$ cat config.mk
export PLATFORM = sky130hd
export DESIGN_NAME = reveal_flood
export DESIGN_NICKNAME = d
export VERILOG_FILES = /design/src/rtl/reveal_flood_pkg.sv /design/src/rtl/reveal_flood_stack.sv /design/src/rtl/reveal_flood.sv
export SDC_FILE = /design/constraint.sdc
export NUM_CORES = 1
export LEC_CHECK = 0
export CORE_MARGIN = 1
export CORE_UTILIZATION = 40
export CTS_CLUSTER_DIAMETER = 80
export CTS_CLUSTER_SIZE = 30
export DETAILED_ROUTE_END_ITERATION = 7
export GPL_TIMING_DRIVEN = 0
export PLACE_DENSITY_LB_ADDON = 0.25
export SYNTH_ARGS = -nofsm -noshare
export SYNTH_HDL_FRONTEND = slang
export SYNTH_SLANG_ARGS = --single-unit
$ cat constraint.sdc
create_clock -name clk -period 9.6 [get_ports clk]
set_input_delay 0.96 -clock clk [delete_from_list [all_inputs] [get_ports clk]]
set_output_delay 0.96 -clock clk [all_outputs]
set_load 0.02 [all_outputs]
$ cat src/rtl/reveal_flood_pkg.sv
// +--------------------------------------------------------------------------+
// | reveal_flood_pkg : shared FSM encoding, neighbour offsets, width helpers |
// | Revision 1.0                                                             |
// +--------------------------------------------------------------------------+
`default_nettype none

package reveal_flood_pkg;

  typedef enum logic [2:0] {
    ST_INIT  = 3'd0,
    ST_FIRST = 3'd1,
    ST_POP   = 3'd2,
    ST_SCAN  = 3'd3,
    ST_DONE  = 3'd4
  } state_t;

  localparam int NB_COUNT = 8;

  // Neighbour order: row above left-to-right, same row, row below
  localparam logic signed [1:0] NB_DX [NB_COUNT] = '{
    -2'sd1, 2'sd0, 2'sd1, -2'sd1, 2'sd1, -2'sd1, 2'sd0, 2'sd1
  };
  localparam logic signed [1:0] NB_DY [NB_COUNT] = '{
    -2'sd1, -2'sd1, -2'sd1, 2'sd0, 2'sd0, 2'sd1, 2'sd1, 2'sd1
  };

  function automatic int coord_w(input int n);
    return (n > 1) ? $clog2(n) : 1;
  endfunction

  function automatic int count_w(input int n);
    return $clog2(n + 1);
  endfunction

endpackage

`default_nettype wire

$ cat src/rtl/reveal_flood_stack.sv
// +--------------------------------------------------------------------------+
// | reveal_stack : LIFO of packed cell coordinates; full/empty guarded       |
// | Revision 1.0                                                             |
// +--------------------------------------------------------------------------+
`default_nettype none

module reveal_stack #(
  parameter int depth = 64,
  parameter int width = 6
) (
  input  logic             clk,
  input  logic             reset,
  input  logic             push,
  input  logic             pop,
  input  logic [width-1:0] push_data,
  output logic             empty,
  output logic             full,
  output logic [width-1:0] top
);

  localparam int PW = $clog2(depth + 1);
  localparam int AW = (depth > 1) ? $clog2(depth) : 1;
  localparam logic [PW-1:0] C_DEPTH = PW'(depth);

  logic [width-1:0] mem_q [depth];
  logic [PW-1:0]    ptr_q;
  logic [PW-1:0]    ptr_d;
  logic [PW-1:0]    top_ptr;
  logic             do_push;
  logic             do_pop;

  assign empty   = (ptr_q == '0);
  assign full    = (ptr_q == C_DEPTH);
  assign do_push = push && !full;
  assign do_pop  = pop && !empty;
  assign top_ptr = ptr_q - PW'(1);
  assign top     = mem_q[top_ptr[AW-1:0]];

  always_comb begin
    ptr_d = ptr_q;
    if (do_push) begin
      ptr_d = ptr_q + PW'(1);
    end else if (do_pop) begin
      ptr_d = ptr_q - PW'(1);
    end
  end

  always_ff @(posedge clk) begin
    if (reset) begin
      ptr_q <= '0;
    end else begin
      ptr_q <= ptr_d;
    end
  end

  // Storage carries no reset; only the pointer defines validity
  always_ff @(posedge clk) begin
    if (do_push) begin
      mem_q[ptr_q[AW-1:0]] <= push_data;
    end
  end

endmodule

`default_nettype wire

$ cat src/rtl/reveal_flood.sv
// +--------------------------------------------------------------------------+
// | reveal_flood : minesweeper click handler with zero-cell flood fill       |
// | Revision 1.0                                                             |
// +--------------------------------------------------------------------------+
`default_nettype none

module reveal_flood
  import reveal_flood_pkg::*;
#(
  parameter int boardWidth  = 8,
  parameter int boardHeight = 8,
  localparam int XW = coord_w(boardWidth),
  localparam int YW = coord_w(boardHeight),
  localparam int CW = count_w(boardWidth * boardHeight)
) (
  input  logic          clk,
  input  logic          reset,
  input  logic          start,
  input  logic          ack,
  input  logic [XW-1:0] startX,
  input  logic [YW-1:0] startY,
  output logic [XW-1:0] readX,
  output logic [YW-1:0] readY,
  input  logic          mineReadValue,
  input  logic [3:0]    adjReadValue,
  input  logic          revealedReadValue,
  output logic          revealWriteEn,
  output logic [XW-1:0] writeX,
  output logic [YW-1:0] writeY,
  output logic          qInit,
  output logic          qFirst,
  output logic          qPop,
  output logic          qScan,
  output logic          qDone,
  output logic          hitMine,
  output logic [CW-1:0] revealedCount
);

  localparam int SW = XW + YW;
  localparam logic [XW:0] C_W_LIM = (XW + 1)'(boardWidth);
  localparam logic [YW:0] C_H_LIM = (YW + 1)'(boardHeight);

  state_t        state_q, state_d;
  logic [XW-1:0] cur_x_q, cur_x_d;
  logic [YW-1:0] cur_y_q, cur_y_d;
  logic [2:0]    dir_q, dir_d;
  logic [CW-1:0] count_q, count_d;
  logic          hit_q, hit_d;

  logic          stk_push, stk_pop, stk_empty, stk_full;
  logic [SW-1:0] stk_push_data, stk_top;

  logic signed [1:0] dx, dy;
  logic [XW:0]   nx_ext;
  logic [YW:0]   ny_ext;
  logic          nb_in_bounds;

  // One extra bit so stepping left of 0 lands above the limit instead of wrapping
  assign dx           = NB_DX[dir_q];
  assign dy           = NB_DY[dir_q];
  assign nx_ext       = {1'b0, cur_x_q} + {{(XW - 1){dx[1]}}, dx};
  assign ny_ext       = {1'b0, cur_y_q} + {{(YW - 1){dy[1]}}, dy};
  assign nb_in_bounds = (nx_ext < C_W_LIM) && (ny_ext < C_H_LIM);

  always_comb begin
    state_d       = state_q;
    cur_x_d       = cur_x_q;
    cur_y_d       = cur_y_q;
    dir_d         = dir_q;
    count_d       = count_q;
    hit_d         = hit_q;
    readX         = cur_x_q;
    readY         = cur_y_q;
    revealWriteEn = 1'b0;
    stk_push      = 1'b0;
    stk_pop       = 1'b0;
    stk_push_data = {cur_y_q, cur_x_q};

    case (state_q)
      ST_INIT: begin
        if (start) begin
          cur_x_d = startX;
          cur_y_d = startY;
          dir_d   = 3'd0;
          count_d = '0;
          hit_d   = 1'b0;
          state_d = ST_FIRST;
        end
      end

      ST_FIRST: begin
        if (revealedReadValue) begin
          state_d = ST_DONE;
        end else begin
          revealWriteEn = 1'b1;
          count_d       = CW'(1);
          if (mineReadValue) begin
            hit_d   = 1'b1;
            state_d = ST_DONE;
          end else if (adjReadValue != 4'd0) begin
            state_d = ST_DONE;
          end else begin
            stk_push = !stk_full;
            state_d  = ST_POP;
          end
        end
      end

      ST_POP: begin
        if (stk_empty) begin
          state_d = ST_DONE;
        end else begin
          stk_pop = 1'b1;
          cur_x_d = stk_top[XW-1:0];
          cur_y_d = stk_top[SW-1:XW];
          dir_d   = 3'd0;
          state_d = ST_SCAN;
        end
      end

      ST_SCAN: begin
        readX = nx_ext[XW-1:0];
        readY = ny_ext[YW-1:0];
        if (nb_in_bounds && !revealedReadValue && !mineReadValue) begin
          revealWriteEn = 1'b1;
          count_d       = count_q + CW'(1);
          if (adjReadValue == 4'd0) begin
            stk_push      = !stk_full;
            stk_push_data = {ny_ext[YW-1:0], nx_ext[XW-1:0]};
          end
        end
        dir_d = dir_q + 3'd1;
        if (dir_q == 3'd7) begin
          state_d = ST_POP;
        end
      end

      ST_DONE: begin
        if (ack) begin
          state_d = ST_INIT;
        end
      end

      default: state_d = ST_INIT;
    endcase
  end

  always_ff @(posedge clk) begin
    if (reset) begin
      state_q <= ST_INIT;
      cur_x_q <= '0;
      cur_y_q <= '0;
      dir_q   <= 3'd0;
      count_q <= '0;
      hit_q   <= 1'b0;
    end else begin
      state_q <= state_d;
      cur_x_q <= cur_x_d;
      cur_y_q <= cur_y_d;
      dir_q   <= dir_d;
      count_q <= count_d;
      hit_q   <= hit_d;
    end
  end

  reveal_stack #(
    .depth (boardWidth * boardHeight),
    .width (SW)
  ) u_stack (
    .clk       (clk),
    .reset     (reset),
    .push      (stk_push),
    .pop       (stk_pop),
    .push_data (stk_push_data),
    .empty     (stk_empty),
    .full      (stk_full),
    .top       (stk_top)
  );

  assign writeX        = readX;
  assign writeY        = readY;
  assign qInit         = (state_q == ST_INIT);
  assign qFirst        = (state_q == ST_FIRST);
  assign qPop          = (state_q == ST_POP);
  assign qScan         = (state_q == ST_SCAN);
  assign qDone         = (state_q == ST_DONE);
  assign hitMine       = hit_q;
  assign revealedCount = count_q;

endmodule

`default_nettype wire

==> results of run 1 <==
## area by class of cell
cell class                      count  share of cell area [%]
Inverter                           13                   0.253
Tap cell                          585                    3.80
Sequential cell                   411                    62.7
Multi-Input combinational cell    614                    26.2
Buffer                             70                    1.79
Clock buffer                       25                    2.58
Clock inverter                      3                   0.214
Timing Repair Buffer               44                    2.50
## power by group through the flow
| stage | clock [W] | combinational, W | sequential, W |
|---|---|---|---|
| global route | 0.000995 | 0.000147 | 0.00198 |
| CTS | 0.000945 | 0.000138 | 0.00197 |
| detailed placement | 0 | 0.000138 | 0.00202 |
| global placement | 0 | 0.000128 | 0.00202 |
| floorplan | 0 | 0.0000723 | 0.00201 |
| finish | 0.000927 | 0.000137 | 0.00197 |
## worst max-delay path by stage
stage,startpoint,endpoint,slack [ns],cells after the start
detailed placement,dir_q[0],u_stack.mem_q[53][3],4.87,11
floorplan,dir_q[0],u_stack.mem_q[0][5],4.79,10
global placement,dir_q[0],u_stack.mem_q[40][2],2.38,10
finish,dir_q[0],revealWriteEn,4.64,10
global route,dir_q[0],revealWriteEn,4.35,10
CTS,dir_q[0],revealWriteEn,4.65,10
## through the flow
| step | hold WS [ns] | util (%) | total power [W] |
|---|---|---|---|
| after floorplan | 0.481 | - | 0.00209 |
| after global placement | 0.479 | 43.2 | 0.00215 |
| after detailed placement | 0.492 | 43.5 | 0.00215 |
| after CTS | 0.508 | 44.7 | 0.00306 |
| after global routing | 0.524 | 44.7 | 0.00312 |
| final | 0.503 | 44.7 | 0.00304 |
## worst reg2reg max path, stage by stage (launching register included)
cell and delay (ns):
dfxtp_1 0.36, clkbuf_1 0.18, buf_4 0.25, buf_4 0.28, inv_1 0.10, buf_2 0.24, ha_1 0.32, clkbuf_1 0.71
clkbuf_1 0.70, mux4_2 0.45, nand2_1 0.09, nand3_1 0.11, a21oi_1 0.45, nor3_1 0.13, a221o_1 0.33
## registers in the layout (all words and copies together), names as in the netlist
name / cells
u_stack.mem_q: 384
revealedCount: 7
u_stack.ptr_q: 7
cur_x_q: 3
cur_y_q: 3
dir_q: 3
state_q: 3
hitMine: 1
## cells in the mapped netlist, types with 6 or more instances
master	instances	area, sq um
and3_1	8	50.1
nor2_1	48	180
mux2i_1	22	220
ha_1	17	213
edfxtp_1	384	11500
dfxtp_1	27	541
nand3_1	49	245
xnor2_1	6	52.6
mux2_2	10	113
mux4_2	81	1820
and2_1	6	37.5
nand2_1	136	510
inv_1	12	45.0
or3_1	8	50.1
a31oi_1	16	100
o21ai_0	21	105
clkbuf_1	36	135
a32oi_1	8	70.1
nor3_1	53	265
buf_4	13	97.6
buf_2	14	70.1
a21oi_1	30	150
## placed cells by master (no fill, tap or decap), types with 6 or more instances in the layout
cell / n
edfxtp_1: 384
nand2_1: 136
mux4_2: 81
nor3_1: 53
nand3_1: 49
nor2_1: 48
clkbuf_1: 42
clkdlybuf4s50_1: 40
a21oi_1: 29
dfxtp_1: 27
mux2i_1: 22
o21ai_0: 21
clkbuf_16: 19
ha_1: 17
a31oi_1: 16
buf_2: 14
buf_4: 13
inv_1: 12
mux2_2: 10
and3_1: 8
or3_1: 8
a32oi_1: 8
and2_1: 6
## layer usage
layer  routed length, um  global-route usage (%)
met5                   0                       0
met4                1320                    6.62
met3                2820                    2.68
met2               20000                    31.0
met1               18600                    27.8
## cell families after synthesis
logic type,Yosys count
multiplexers,116
AO/OA/AOI/OAI,113
adder cells (fa/ha/maj),18
XOR/XNOR,11
buffers and inverters,83
flip-flops,411
AND/OR/NAND/NOR,356
==> summary.txt, run 1 <==
Synthesis
  • Syn Nets: 1142
  • Multiplexer share of the synthesized area: 12.8%
  • Adder-Cell Fraction of Synth Area: 1.33%
  • Post-synthesis sequential area ratio: 69.0%
  • Mapped Cells: 1108
  • Synth Area in Simple Gates: 9.76%
  • Synth Area in XOR/XNOR: 0.637%
  • Largest family of logic cells by synthesized area: multiplexers
  • Netlist Area Pre-Place: 0.0175 sq mm
  • Yosys cell types: 66
  • Compound-Gate Fraction of Synth Area: 4.24%
  • Fraction of registers with async set/reset: 0%
  • Synthesized area per cell: 15.8 sq um
  • Synthesized flop and latch total: 411
  • Post-synth EDFFs: 384
  • Main synth FF type: edfxtp_1
  • YS warnings: 0

Placed design
  • Post-Place Cell Area: 0.0187 sq mm
  • GPL Wtd Cong: 0.939
  • PortBufs: 40
  • Detailed placement HPWL: 29700 um
  • Cells after DPL: 1737
  • Pre-CTS worst setup slack: 4.87 ns

Worst hold path
  • Hold Crit Class: register to register
  • Hold Path Stages: 2
  • WHS Endpoint: revealedCount[6]
  • Min-delay src: revealedCount[6]

Floorplanning
  • Die area: 0.0446 sq mm
  • Die Y: 211 um
  • Die X: 211 um
  • Core Region: 0.0431 sq mm
  • I/O Pins: 42
  • FP Rows: 76
  • Initial core utilization: 40.6%

Clock network
  • Clock net sink count: 411
  • Clock root cell: clkbuf_16
  • H-tree depth: 1
  • CTS tree: built
  • Clk Latency, worst-skew pair: 0.54 ns
  • Clock transition at path regs: 0.11 ns
  • Setup Buffers After CTS: 0
  • Hold-fix buffers, CTS: 0
  • Num CTS Buffers: 18
  • Post-CTS Resized: 0
  • Max clock buf depth: 3

Critical path
  • CP Class: register to output port
  • Most frequent cell on the critical path: ha_1
  • CP max stage cell: clkdlybuf4s50_1
  • CP endpoint kind: output port
  • Reg-to-reg startpoint: u_stack.ptr_q[0]
  • R2R Path End: cur_x_q[0]
  • Delay-heaviest family, CP: compound AO/OA/AOI/OAI gates
  • Crit path cell chain: inv_1 > ha_1 > o21ai_1 > ha_1 > a21o_1 > a21oi_1 > xor2_1 > nand2_1 > o31ai_1 > clkdlybuf4s50_1
  • Worst r2r path cells: 14
  • Worst R2R Setup Slack: 4.80 ns
  • CP Launch Type: register
  • Crit path max fanout: 5
  • Worst path required time: 8.64 ns
  • Crit path DAT: 4.00 ns
  • Buffers and inverters on the worst path: 2
  • Max stage delay on crit path: 0.64 ns

Final layout
  • Final #Nets: 1206
  • Diodes inserted: 0
  • Layout cell share with drive strength beyond 1: 13.7%
  • Final non-filler cell total: 1765
  • Multi-input gate area: 0.00505 sq mm
  • Final instance area: 0.0193 sq mm
  • Sequential cell area: 0.0121 sq mm
  • Filler cells: 3761
  • Area grow syn2layout: 10.1%

Power
  • Power share of the clock group: 30.5%
  • Pint: 0.00239 W
  • Gate power share: 4.5%
  • Switching pwr: 0.000646 W
  • Sw frac: 21.3%
  • Leak Pwr: 6.01 nW
  • Worst VDD drop: 0.132 mV
  • Pwr Density: 158 mW/mm^2
  • Reg power frac: 65.0%

Outcome
  • Status: finished, final reports clean

Global routing
  • First-pass GRT wire length: 64100 um
  • Gr usage total: 19.5%
  • Largest net degree at the start of global routing: 65
  • Vias in the first global route: 9933
  • Initial antenna violation count: 0
  • GRT overflow: 0

STA
  • Maximum clock frequency: 201 MHz
  • Max-slew violation count: 0
  • Clock Skews: 0.0208 ns
  • Relative slew slack: 8.11%
  • Min setup slack post-route: 4.64 ns
  • Post-layout min period: 4.96 ns
  • Measured slew at the worst slew-check pin: 1.38 ns
  • Setup TNS: 0 ns
  • Final setup vio count: 0
  • RSZ-0062 raised after global routing: false
  • Hold Vio Cnt, Final: 0
  • Fin crit share: 51.7%

Drt
  • DRT antenna net count: 0
  • Drt pass-1 iters: 5
  • Drt first-iter violations: 1175
  • DRC violations left: 0
  • Vias/cell: 5.66
  • Drt total wl: 42800 um
  • DR vias: 9985
  • Routed wire length per instance: 24.2 um

Job
  • Max-cap violations: 0
Note: power is estimated with default switching activity, not from simulation.
==> run 2, diff against run 1 <==
Clock period 9.6 ns to 4.8 ns, I/O delays scaled along.
==> run 2 against run 1 <==
Sequential share of layout area is 1.1 points lower. Routed wire length rose by 0.95%. Clock skew is 0.017 ns higher. Power grew 100%.
==> summary.txt, run 2 (synthesis gave the netlist of run 1 again) <==
Final layout
  • Final non-filler cell total: 1768 (was 1765)
  • Leading cell type in the layout, fill and taps excluded: edfxtp_1 (unchanged)
  • Max FFs per register: 384 (unchanged)
  • Final #Nets: 1210 (was 1206)
  • Commonest non-fill, non-tap cells in the layout: 384 x edfxtp_1, 136 x nand2_1, 81 x mux4_2 (unchanged)
  • Diodes inserted: 0 (unchanged)
  • Area grow syn2layout: 12.1% (was 10.1%)
  • Layout cell share with drive strength beyond 1: 17.7% (was 13.7%)
  • Final Util: 45.5% (was 44.7%)
  • Filler cells: 3737 (was 3761)

STA
  • Final setup vio count: 0 (unchanged)
  • Hold Slack: 0.386 ns (was 0.503 ns)
  • RSZ-0062 raised after global routing: true (was false)
  • Measured slew at the worst slew-check pin: 1.45 ns (was 1.38 ns)
  • Post-layout min period: 4.63 ns
  • Hold Vio Cnt, Final: 0 (unchanged)
  • Max-slew violation count: 0 (unchanged)
  • Fin crit share: 96.6%
  • Maximum clock frequency: 216 MHz
  • Clock Skews: 0.0383 ns (was 0.0208 ns)
  • Relative slew slack: 3.06% (was 8.11%)

Critical path
  • Worst path required time: 4.98 ns (was 8.64 ns)
  • Crit path max fanout: 10 (was 5)
  • CP Class: register to register (was register to output port)
  • Worst r2r path cells: 11 (was 14)
  • Crit path DAT: 4.81 ns (was 4.00 ns)
  • CP Launch Type: register (unchanged)
  • CP endpoint kind: register (was output port)

Clock network
  • Clock net sink count: 411 (unchanged)
  • Num CTS Buffers: 19 (was 18)
  • Clock transition at path regs: 0.11 ns (about the same)
  • Clock root cell: clkbuf_16 (unchanged)
  • Hold-fix buffers, CTS: 0 (unchanged)
  • H-tree depth: 1 (unchanged)
  • CTS tree: built (unchanged)
  • Max clock buf depth: 3 (unchanged)
  • Clk Latency, worst-skew pair: 0.56 ns (was 0.54 ns)

Floorplanning
  • Core Region: 0.0431 sq mm (unchanged)
  • I/O Pins: 42 (unchanged)
  • Die area: 0.0446 sq mm (unchanged)
  • FP Rows: 76 (unchanged)
  • Initial core utilization: 40.6% (unchanged)
  • Die Y: 211 um (unchanged)
  • Die X: 211 um (unchanged)

Global routing
  • GRT overflow: 0 (unchanged)
  • Largest net degree at the start of global routing: 65 (unchanged)
  • Vias in the first global route: 9906 (was 9933)
  • First-pass GRT wire length: 65000 um (was 64100 um)
  • Initial antenna violation count: 0 (unchanged)
  • Gr usage total: 19.8% (was 19.5%)

Placed design
  • Cells after DPL: 1736 (was 1737)
  • GPL Wtd Cong: 0.945 (was 0.939)
  • Detailed placement HPWL: 29400 um (was 29700 um)
  • PortBufs: 40 (unchanged)

Worst hold path
  • Hold Path Stages: 3 (was 2)
  • Hold Crit Class: primary input to register (was register to register)

Power
  • Pwr Density: 315 mW/mm^2 (was 158 mW/mm^2)
  • Worst VDD drop: 0.191 mV (was 0.132 mV)
  • Leak Pwr: 6.19 nW (was 6.01 nW)

Drt
  • Routed wire length per instance: 24.4 um (was 24.2 um)
  • DR vias: 10100 (was 9985)
  • Drt total wl: 43200 um (was 42800 um)
  • DRC violations left: 0 (unchanged)
  • Vias/cell: 5.70 (was 5.66)
  • DRT antenna net count: 0 (unchanged)
  • Drt first-iter violations: 1151 (was 1175)
  • Drt pass-1 iters: 5 (unchanged)

Outcome
  • Status: finished, final reports clean (unchanged)

Job
  • Max-cap violations: 0 (unchanged)
## run 2: cell types whose count changed in the layout (fill, tap and decap cells not counted), moves of 2 or more
cell      previous run  this run
buf_12               0         2
buf_4               13        17
clkbuf_1            42        34
inv_8                0         2
nor2_1              48        46
nor2_2               0         2
nor3_1              53        19
nor3_2               0        26
nor3_4               1         9
## run 2: worst paths after layout
| path | end | startpoint | slack [ns] |
|---|---|---|---|
| setup / recovery | u_stack.mem_q[6][0] | dir_q[0] | 0.17 |
| hold / removal | u_stack.ptr_q[0] | reset | 0.39 |
| setup reg to reg | u_stack.mem_q[6][0] | dir_q[0] | 0.17 |
| hold reg to reg | revealedCount[1] | revealedCount[1] | 0.51 |
## run 2: routing by layer
layer | share of wire (%) | up-vias | global-route usage, %
met1 | 44 | 5159 | 28.2
met4 | 3.3 | 0 | 6.37
met5 | 0 | - | 0
met3 | 6.7 | 71 | 3.33
met2 | 46 | 393 | 30.9
li1 | - | 4453 | -
## run 2: area by class of cell
| cell class | instances | area [sq um] | share of cell area, % |
|---|---|---|---|
| repair buffers | 48 | 526 | 2.68 |
| inverters | 13 | 48.8 | 0.249 |
| clock inverters | 9 | 116 | 0.594 |
| plain buffers | 69 | 340 | 1.74 |
| multi-input cells | 614 | 5290 | 27.0 |
| well taps | 585 | 732 | 3.73 |
| clock buffers | 19 | 475 | 2.43 |
| flip-flops and latches | 411 | 12100 | 61.6 |
## run 2: report_power, final
part           total (W)  internal [W]  switching [W]  leakage, nW
Sequential       0.00395       0.00394      0.0000109         3.75
Combinational   0.000279     0.0000906       0.000189         2.14
Clock            0.00195      0.000819        0.00113        0.292
Total            0.00617       0.00485        0.00133         6.19
## run 2: repair_timing
item / in CTS / in global routing
pin swaps: 0 / 5
buffers inserted: 0 / 4
setup endpoints to repair: 4 / 262
gates resized for setup: 1 / 45
gates cloned: 0 / 0
## run 2: critical path, cell delays in order (launching register included)
cell      delay [ns]
dfxtp_1         0.42
inv_1           0.10
ha_1            0.33
o21ai_2         0.31
ha_1            0.30
a21o_1          0.15
a21oi_1         0.26
xnor2_1         0.19
nor3_4          0.52
o21ai_1         0.30
clkbuf_1        0.43
nor3_1          0.95
## run 2: through the flow
| stage | total power [W] | cell area, sq um | setup slack, ns | setup TNS (ns) |
|---|---|---|---|---|
| 6_report | 0.00617 | 19600 | 0.166 | 0 |
| 5_1_grt | 0.00636 | 19600 | -0.140 | -3.73 |
| 4_1_cts | 0.00621 | 19300 | 0.0160 | 0 |
| 3_5_place_dp | 0.00430 | 18700 | 0.0224 | 0 |
| 3_3_place_gp | 0.00429 | 18600 | -2.38 | -194.43 |
| 2_1_floorplan | 0.00417 | 17500 | 0.169 | 0 |
